File: src/rtl/mux2_1.sv
// Two-input selector with a registered copy of the output and a saturating
// count of select transitions on a clocked side-channel.
module mux2_1 #(
    parameter int unsigned WIDTH = 1,
    parameter int unsigned CNT_W = 8
) (
    input  logic             clk,
    input  logic             reset,
    input  logic [WIDTH-1:0] data1_in,
    input  logic [WIDTH-1:0] data2_in,
    input  logic             sel,
    output logic [WIDTH-1:0] data_out,
    output logic [WIDTH-1:0] data_out_q,
    output logic [CNT_W-1:0] sel_changes
);

    logic [WIDTH-1:0] r_data_q;
    logic [CNT_W-1:0] r_sel_changes;
    logic             r_sel_prev;
    logic             w_sel_toggled;

    // Conditional operator merges bitwise on an unknown select: bits where
    // both inputs agree pass through, the rest go X.
    assign data_out = sel ? data1_in : data2_in;

    assign w_sel_toggled = (sel != r_sel_prev);

    always_ff @(posedge clk) begin
        if (reset) begin
            r_data_q      <= '0;
            r_sel_changes <= '0;
            r_sel_prev    <= 1'b0;
        end else begin
            r_data_q   <= data_out;
            r_sel_prev <= sel;
            if (w_sel_toggled && (r_sel_changes != '1)) begin
                r_sel_changes <= r_sel_changes + 1'b1;
            end
        end
    end

    assign data_out_q  = r_data_q;
    assign sel_changes = r_sel_changes;

endmodule

File: config.mk
export PLATFORM = sky130hd
export DESIGN_NAME = mux2_1
export DESIGN_NICKNAME = d
export VERILOG_FILES = /design/src/rtl/mux2_1.sv
export SDC_FILE = /design/constraint.sdc
export NUM_CORES = 1
export LEC_CHECK = 0
export BUFFER_PORTS_ARGS = -buffer_cell sky130_fd_sc_hd__buf_2
export CORE_AREA = 2 2 39 41
export DETAILED_ROUTE_END_ITERATION = 6
export DIE_AREA = 0 0 41 43
export GPL_ROUTABILITY_DRIVEN = 0
export PLACE_DENSITY = 0.55
export SYNTH_ARGS = -nofsm -noshare
export SYNTH_HDL_FRONTEND = slang
export SYNTH_SLANG_ARGS = --single-unit
File: constraint.sdc
create_clock -name clk -period 2.3 [get_ports clk]
set_clock_uncertainty 0.15 [all_clocks]
set_input_delay 0.46 -clock clk [delete_from_list [all_inputs] [get_ports clk]]
set_output_delay 0.46 -clock clk [all_outputs]
set_load 0.05 [all_outputs]
======== Yosys cells after proc, flatten, opt, wreduce, memory -nomap -nowiden ========
Cells that the tools add are included.
W data, S select, Z words.
storage, ports and cells
  register bits ........................... 10
  output and inout bits ................... 10
  input bits .............................. 5
cells by class
  add/sub/neg operators ................... 1
  muxes and demuxes ....................... 1
  reductions and logical operators ........ 1
  equality and inequality tests ........... 2
operators with widths
  cell                   number
  $add A8 B1 Y8 const B  1
  $ne A8 B8 Y1 const B   1
  $logic_and A1 B1 Y1    1
  $mux W1                1
  $ne A1 B1 Y1           1

======== Longest topological paths before layout ========
Gate-level depths: netlist (run 1).
  depth after elaboration ................. 2
  depth in mapped cells ................... 5

======== Worst setup path before layout (run 1) ========
Ideal clock, no wire load.
  path type ............................... register -> register
  start point ............................. register r_sel_changes[0], in the netlist sel_changes[0]
  end point ............................... register r_sel_changes[1], in the netlist sel_changes[1]
  cell stages (with the launch flop) ...... 6
  slack ................................... 0.456 ns
  buffers on the path ..................... 0
  data arrival time ....................... 1.578 ns
  period minus slack after synthesis ...... 1.844 ns
  cells stage by stage .................... dfxtp_1 ha_1 nand4_1 o21ai_1 mux2i_1 nor2_1
on the way
  cells in the longest elaborated chain, start to end .. 2
  elaborated cells on any way between the ends .. 3
  those cells by class .................... add/sub (1); eq/ne (1); reduce/logical (1)
RTL lines
  element                                                RTL line  text
  from (decl)                                            18        logic [CNT_W-1:0] r_sel_changes;
  from (signal assigned)                                 37        r_sel_changes <= r_sel_changes + 1'b1;
  branches (longest 2 deep; another with $add A8 B1 Y8)  n/a
Parallel ways; which one is timed is not known.
A chain may end at the register's enable or synchronous reset.

======== Final worst setup path (run 1) ========
  start point ............................. input port sel
  end point ............................... output port data_out
on the way
  cells in the longest elaborated chain, start to end .. 1
RTL lines
  element      RTL line  text
  from (decl)  11        input logic sel,
  $mux W1      24        assign data_out = sel ? data1_in : data2_in;
  to (decl)    12        output logic [WIDTH-1:0] data_out,
No other way between the ends.

==> results.ini, run 1 <==
[pwr]
leakage_nw=0.244
total_power_w=0.000414
power.density_nw_per_um2=712
peakVddDrop_uv=265

[critical_path]
criticalPathCategory=input pin to output port
rr_worst_depth=5
crit_family=multiplexers
cp_data_arrival_time_ns=1.13
cp_num_cells=3
path_max_fanout=4
worstReg2RegStart=sel_changes[0]
critPathCaptureType=output port
crit_end=data_out
crit_path_start=sel
worstPathRequired_ns=1.69
critPathMostFrequentCell=buf_2
cpMaxStageDelayCell=mux2_2
startpoint_type=input pin
reg2reg_to=sel_changes[3]
r2r_slack_ns=0.69
cp_cell_sequence=buf_2, mux2_2, buf_2
cp_num_buf_inv=2
slowest_delay_ns=0.34

[synth]
avgSynthCellArea_um2=9.05
synthCells=51
yosys_warnings=0
synth_nets=57
async_flop_share_pct=0
ys_seq_elements=10
synth-seq-area-share_pct=43.4
ys_types=24
netlist_area_um2=462
ys.flop_type=dfxtp_1
synth_edf_count=0

[global_routing]
grt_max_degree=11
grt_pass1_wl_um=1500
grt_pass1_vias=352
antenna_found_initial=0
grt_overflow_total=0
grtUsageTotal_pct=13.0

[run_status]
status=finished, final reports clean

[sta]
fin_crit_sh_pct=75.7
finalSetupViolations=0
setup_tns_ns=0
rsz0062_at_grt=false
fmax_mhz=574
post-route-min-period_ns=1.74
final_hold_viol_count=0
finalMaxSlewViolations=0
max_slew.worst_pin.slew_ns=0.381
slew_headroom_pct=74.4

[placed_design]
hpwl_um=679
dp.cells=80
place_area_um2=544
port-buffer-count=14

[cells_and_area]
drive_gt1_share_pct=29.4
fillerInstances=158
num-nets-final=75
diodes=0
multi_input_area_um2=250
layout.cells.non_filler=84
design_area_um2=581
area_growth_pct=25.7
regArea_um2=200

[floorplanning]
ios=15
fp-row-count=14
die_area_um2=1760
initial_core_util_pct=33.4
fp.dieH_um=43
core_area_um2=1380
dieWidth_um=41

[clocking]
root_buffer=clkbuf_4
htree_num_levels=1
clk_path_buf_depth=2
cts_buffers=3
cts_tree=yes
numClockSinks=10
clk_pin_slew_worst_paths_ns=0.07
cts_resized=0
holdBufCountCts=0
clock_latency_ns=0.27
postCtsSetupRepairBufs=0

[job]
drv_cap=0

[detailed_routing]
via_count=417
drt_iter0_markers=5
drc_errors=0
drt_wl_total_um=893
via_per_inst=4.96
firstDrtPassIters=2
wl_per_cell_um=10.6
drtAntennaViolNets=0

[hold_path]
hold_path.class=input pin to flip-flop
hold_start=sel

==> worst register-to-register path, delay by kind of cell, from the launching register on <==
family                     cells  cell delay, ns
adders and majority gates      1            0.24
AOI/OAI and AO/OA              1            0.14
and+or+nand+nor                3            0.68
DFF                            1            0.34
==> cell families (layout without fill, tap and decap cells) <==
| family | after synthesis | after routing | share of synthesized area (%) |
|---|---|---|---|
| xor gates and xnor gates | 4 | 4 | 7.59 |
| buffers and inverters | 2 | 19 | 2.44 |
| muxes | 3 | 3 | 6.78 |
| adders and majority gates | 1 | 1 | 2.71 |
| and+or+nand+nor | 24 | 24 | 27.6 |
| DFF | 10 | 10 | 43.4 |
| AOI/OAI and AO/OA | 7 | 7 | 9.48 |
==> per-layer routing <==
layer  share of wire, %  track usage, %
met1                 48            17.6
met5                  0               0
met4                1.0            10.0
met3                6.3            4.71
met2                 45            15.9
==> metrics by stage <==
| stage | hold slack (ns) | worst slack, ns | util (%) |
|---|---|---|---|
| floorplan | 0.439 | 0.456 | - |
| global placement | 0.379 | 0.566 | 39.3 |
| detailed placement | 0.380 | 0.557 | 39.3 |
| CTS | 0.319 | 0.555 | 42.0 |
| global route | 0.350 | 0.528 | 42.0 |
| finish | 0.325 | 0.558 | 42.0 |
==> cells in the final DEF, fill, tap and decap left out, drive strengths merged, types with 2 or more instances in the layout <==
cell,instances
buf,14
nor2b,2
nand2,2
xor2,2
nor2,6
dfxtp,10
nor3,3
a21oi,3
clkbuf,4
nand3,4
and3,3
mux2i,2
xnor2,2
==> synthesized netlist by cell type (2+ instances only) <==
cell type	n	area share, %
nand2_1	2	1.6
mux2i_1	2	4.3
nor2_1	6	4.9
a21oi_1	3	3.3
and3_1	3	4.1
nor3_1	3	3.3
dfxtp_1	10	43
xor2_1	2	3.8
xnor2_1	2	3.8
nand3_1	4	4.3
==> cell type report <==
type | count | area share [%]
clock buffers | 4 | 6.25
inverters | 1 | 0.647
flip-flops and latches | 10 | 34.5
well taps | 16 | 3.45
multi-input cells | 39 | 43.1
repair buffers | 14 | 12.1
==> state kept, by name (all words and copies together) (netlist names) <==
name,count
sel_changes,8
r_sel_prev,1
data_out_q,1
==> worst min path at each step <==
stage	endpoint	slack (ns)	cells after the start
final	r_sel_prev	0.32	2
after global routing	r_sel_prev	0.35	2
after CTS	r_sel_prev	0.32	2
after detailed placement	sel_changes[3]	0.38	2
after global placement	sel_changes[3]	0.38	2
after floorplan	r_sel_prev	0.44	1
==> where the power goes <==
part	switching, W	total, W	internal, W
Combinational	0.0000467	0.0000661	0.0000194
Clock	0.0000637	0.000160	0.0000961
Sequential	0.00000679	0.000188	0.000181
Total	0.000117	0.000414	0.000296
(Power assumes the default switching activity.)
==> run 2, diff against run 1 <==
==> constraint.sdc (replaced) <==
create_clock -name clk -period 1.7 [get_ports clk]
set_clock_uncertainty 0.15 [all_clocks]
set_input_delay 0.34 -clock clk [delete_from_list [all_inputs] [get_ports clk]]
set_output_delay 0.34 -clock clk [all_outputs]
set_load 0.05 [all_outputs]
==> results.ini, run 2 (synthesized netlist as in run 1, its figures left out) <==
[run_status]
status=finished, final reports clean

[cells_and_area]
largest_reg_flops=8
drive_gt1_share_pct=34.3
final_common_cell=buf_2
final_core_utilization_pct=41.3
area_growth_pct=23.8
fillerInstances=145
diodes=0
final_cell_mix=14 x buf_2, 6 x nor2_1, 6 x dfxtp_1
num-nets-final=75

[pwr]
power.density_nw_per_um2=901
leakage_nw=0.239
peakVddDrop_uv=357

[sta]
final_hold_viol_count=0
slew_headroom_pct=72.8
fmax_mhz=625
rsz0062_at_grt=false
layout_setup_ws_ns=0.0989
max_slew.worst_pin.slew_ns=0.406
post-route-min-period_ns=1.60
fin_crit_sh_pct=94.2
setup_tns_ns=0
finalSetupViolations=0
finalMaxSlewViolations=0

[critical_path]
cp_cell_sequence=ha_1, nand4_1, nor2_1, or4_1, a21oi_1
critPathCaptureType=flip-flop
startpoint_type=flip-flop
slowest_delay_ns=0.46
path_max_fanout=4
worstPathRequired_ns=1.75
cp_num_buf_inv=0
cpMaxStageDelayCell=or4_1
criticalPathCategory=flip-flop to flip-flop
crit_family=simple AND/OR/NAND/NOR gates
cp_data_arrival_time_ns=1.65

[clocking]
postCtsSetupRepairBufs=0
cts_resized=0
cts_buffers=3
clock_latency_ns=0.27
htree_num_levels=1
clk_pin_slew_worst_paths_ns=0.07
cts_tree=yes
numClockSinks=10
root_buffer=clkbuf_4
clk_path_buf_depth=2
holdBufCountCts=0

[floorplanning]
initial_core_util_pct=33.4
fp-row-count=14
ios=15
die_area_um2=1760
dieWidth_um=41
fp.dieH_um=43
core_area_um2=1380

[detailed_routing]
drtAntennaViolNets=0
drt_wl_total_um=973
firstDrtPassIters=4
drt_iter0_markers=8
wl_per_cell_um=11.7
drc_errors=0
via_count=438
via_per_inst=5.28

[global_routing]
grt_pass1_wl_um=1440
antenna_found_initial=0
grtUsageTotal_pct=12.4
grt_max_degree=11
grt_overflow_total=0
grt_pass1_vias=317

[job]
drv_cap=0

[hold_path]
hold_path.class=input pin to flip-flop

[placed_design]
port-buffer-count=14
place_ws_ns=0.115

run 2: cell count changes in the layout (fill, tap and decap cells not counted):
cell	before	now
clkbuf_8	1	0
dfxtp_1	10	6
dfxtp_2	0	4
run 2: per-layer routing:
metal	up-vias	wire length, um	global-route usage, %
met1	202	455	16.8
li1	218	-	-
met3	4	49	3.14
met4	0	21	10.0
met5	-	0	0
met2	14	446	15.6
run 2: layout make-up:
| class | instances | area, um2 | area share [%] |
|---|---|---|---|
| flip-flops and latches | 10 | 205 | 35.9 |
| repair buffers | 14 | 70.1 | 12.3 |
| well taps | 16 | 20.0 | 3.50 |
| clock buffers | 3 | 22.5 | 3.94 |
| multi-input cells | 39 | 250 | 43.8 |
| inverters | 1 | 3.75 | 0.656 |
run 2: where the power goes:
group	switching, W	total, W	internal [W]
sequential	0.0000100	0.000256	0.000246
combinational	0.0000634	0.0000897	0.0000264
clock	0.0000871	0.000169	0.0000819
total	0.000160	0.000515	0.000354
run 2: path summary, 6_finish.rpt:
check	startpoint	to	slack [ns]	cells past startpoint
worst max-delay path	sel_changes[0]	sel_changes[3]	0.1	5
worst min-delay path	sel	r_sel_prev	0.20	2
worst max register to register	sel_changes[0]	sel_changes[3]	0.1	5
worst min register to register	sel_changes[3]	sel_changes[3]	0.36	2
run 2: worst reg2reg max path, cell delays in order (launching register included):
cell and delay [ns]:
dfxtp_2 0.34, ha_1 0.23, nand4_1 0.14, nor2_1 0.07, or4_1 0.46, a21oi_1 0.14
run 2: per-stage QoR:
step                      cell area [um2]  power (W)  hold slack, ns  cells
after global placement                549   0.000352           0.351     80
after floorplan                       467   0.000331           0.319     51
after CTS                             572   0.000517           0.199     83
final                                 572   0.000515           0.199     83
after detailed placement              549   0.000352           0.357     80
after global routing                  572   0.000534           0.208     83
==> run 3, diff against run 2 <==
--- a/config.mk
+++ b/config.mk
@@ -6,11 +6,11 @@
 export NUM_CORES = 1
 export LEC_CHECK = 0
 export BUFFER_PORTS_ARGS = -buffer_cell sky130_fd_sc_hd__buf_2
+export CAP_MARGIN = 30
 export CORE_AREA = 2 2 39 41
 export DETAILED_ROUTE_END_ITERATION = 6
 export DIE_AREA = 0 0 41 43
 export GPL_ROUTABILITY_DRIVEN = 0
-export PLACE_DENSITY = 0.55
 export SYNTH_ARGS = -nofsm -noshare
 export SYNTH_HDL_FRONTEND = slang
 export SYNTH_SLANG_ARGS = --single-unit
==> results.ini, run 3 (synthesized netlist as in run 1, its figures left out) <==
[run_status]
status=finished, final reports clean

[cells_and_area]
layout.cells.non_filler=83
final_common_cell=buf_2
multi_input_area_um2=250
final_cell_mix=14 x buf_2, 6 x nor2_1, 6 x dfxtp_1
final_core_utilization_pct=41.3
fillerInstances=154
regArea_um2=205
drive_gt1_share_pct=34.3
num-nets-final=75
diodes=0
largest_reg_flops=8
area_growth_pct=23.8

[floorplanning]
die_area_um2=1760
fp.dieH_um=43
ios=15
fp-row-count=14
core_area_um2=1380
dieWidth_um=41
initial_core_util_pct=33.4

[critical_path]
cp_cell_sequence=ha_1, nand4_1, nor2_1, or4_1, a21oi_1
startpoint_type=flip-flop
slowest_delay_ns=0.47
critPathCaptureType=flip-flop
cp_data_arrival_time_ns=1.65
cpMaxStageDelayCell=or4_1
path_max_fanout=4
criticalPathCategory=flip-flop to flip-flop
crit_family=simple AND/OR/NAND/NOR gates
worstPathRequired_ns=1.75
cp_num_buf_inv=0

[clocking]
cts_resized=0
numClockSinks=10
clk_path_buf_depth=2
holdBufCountCts=0
htree_num_levels=1
root_buffer=clkbuf_4
clock_latency_ns=0.26
cts_buffers=3
postCtsSetupRepairBufs=0
cts_tree=yes
clk_pin_slew_worst_paths_ns=0.06

[global_routing]
use_met3_pct=1.57
grt_pass1_vias=366
met2_usage_pct=15.6
grt_max_degree=11
busiest_layer=met1
grtUsageTotal_pct=12.6
antenna_found_initial=0
grt_overflow_total=0
grt_pass1_wl_um=1460
grt_use_met1_pct=17.5

[sta]
setup_tns_ns=0
post-route-min-period_ns=1.60
finalMaxSlewViolations=0
holdWs_ns=0.206
rsz0062_at_grt=false
max_slew.worst_pin.slew_ns=0.382
slew_headroom_pct=74.3
fmax_mhz=625
fin_crit_sh_pct=94.1
final_hold_viol_count=0
finalSetupViolations=0
layout_setup_ws_ns=0.101

[detailed_routing]
drt_wl_total_um=901
drc_errors=0
via_count=414
drtAntennaViolNets=0
via_per_inst=4.99
firstDrtPassIters=4
wl_per_cell_um=10.9
drt_iter0_markers=3

[pwr]
peakVddDrop_uv=474
intPower_w=0.000355
p_sw_w=0.000153
leakage_nw=0.239
p_sw_share_pct=30.1
p_clk_share_pct=32.0
power.density_nw_per_um2=887
comb_power_share_pct=17.7
pwr-share-seq_pct=50.3

[placed_design]
dp.cells=80
place_ws_ns=0.0963
hpwl_um=669
port-buffer-count=14

[hold_path]
hold_path.class=input pin to flip-flop

[job]
drv_cap=0

==> run 3: power by group through the flow <==
stage          sequential (W)  clock, W  combinational [W]
5_1_grt              0.000258  0.000176          0.0000968
2_1_floorplan        0.000293         0          0.0000384
3_3_place_gp         0.000260         0          0.0000911
3_5_place_dp         0.000261         0          0.0000902
4_1_cts              0.000255  0.000172          0.0000909
6_report             0.000255  0.000163          0.0000899
==> run 3: layout make-up <==
class	instances	area share (%)
Inverter	1	0.656
Sequential cell	10	35.9
Multi-Input combinational cell	39	43.8
Timing Repair Buffer	14	12.3
Clock buffer	3	3.94
Tap cell	16	3.50
==> run 3: final timing paths <==
| check | startpoint | to | slack, ns | depth (start not counted) |
|---|---|---|---|---|
| max | sel_changes[0] | sel_changes[3] | 0.10 | 5 |
| min reg2reg | sel_changes[3] | sel_changes[3] | 0.36 | 2 |
| max reg2reg | sel_changes[0] | sel_changes[3] | 0.10 | 5 |
| min | sel | r_sel_prev | 0.21 | 2 |
==> run 3: metal layers <==
layer  routed length (um)  vias to the layer above
li1                     -                      218
met1                  452                      177
met2                  360                       14
met3                   47                        5
met4                   42                        0
met5                    0                        -
==> run 3: metrics by stage <==
| stage | total power, W | area (um2) |
|---|---|---|
| 2_1_floorplan | 0.000331 | 467 |
| 3_3_place_gp | 0.000351 | 549 |
| 3_5_place_dp | 0.000351 | 549 |
| 4_1_cts | 0.000518 | 572 |
| 5_1_grt | 0.000530 | 572 |
| 6_report | 0.000507 | 572 |
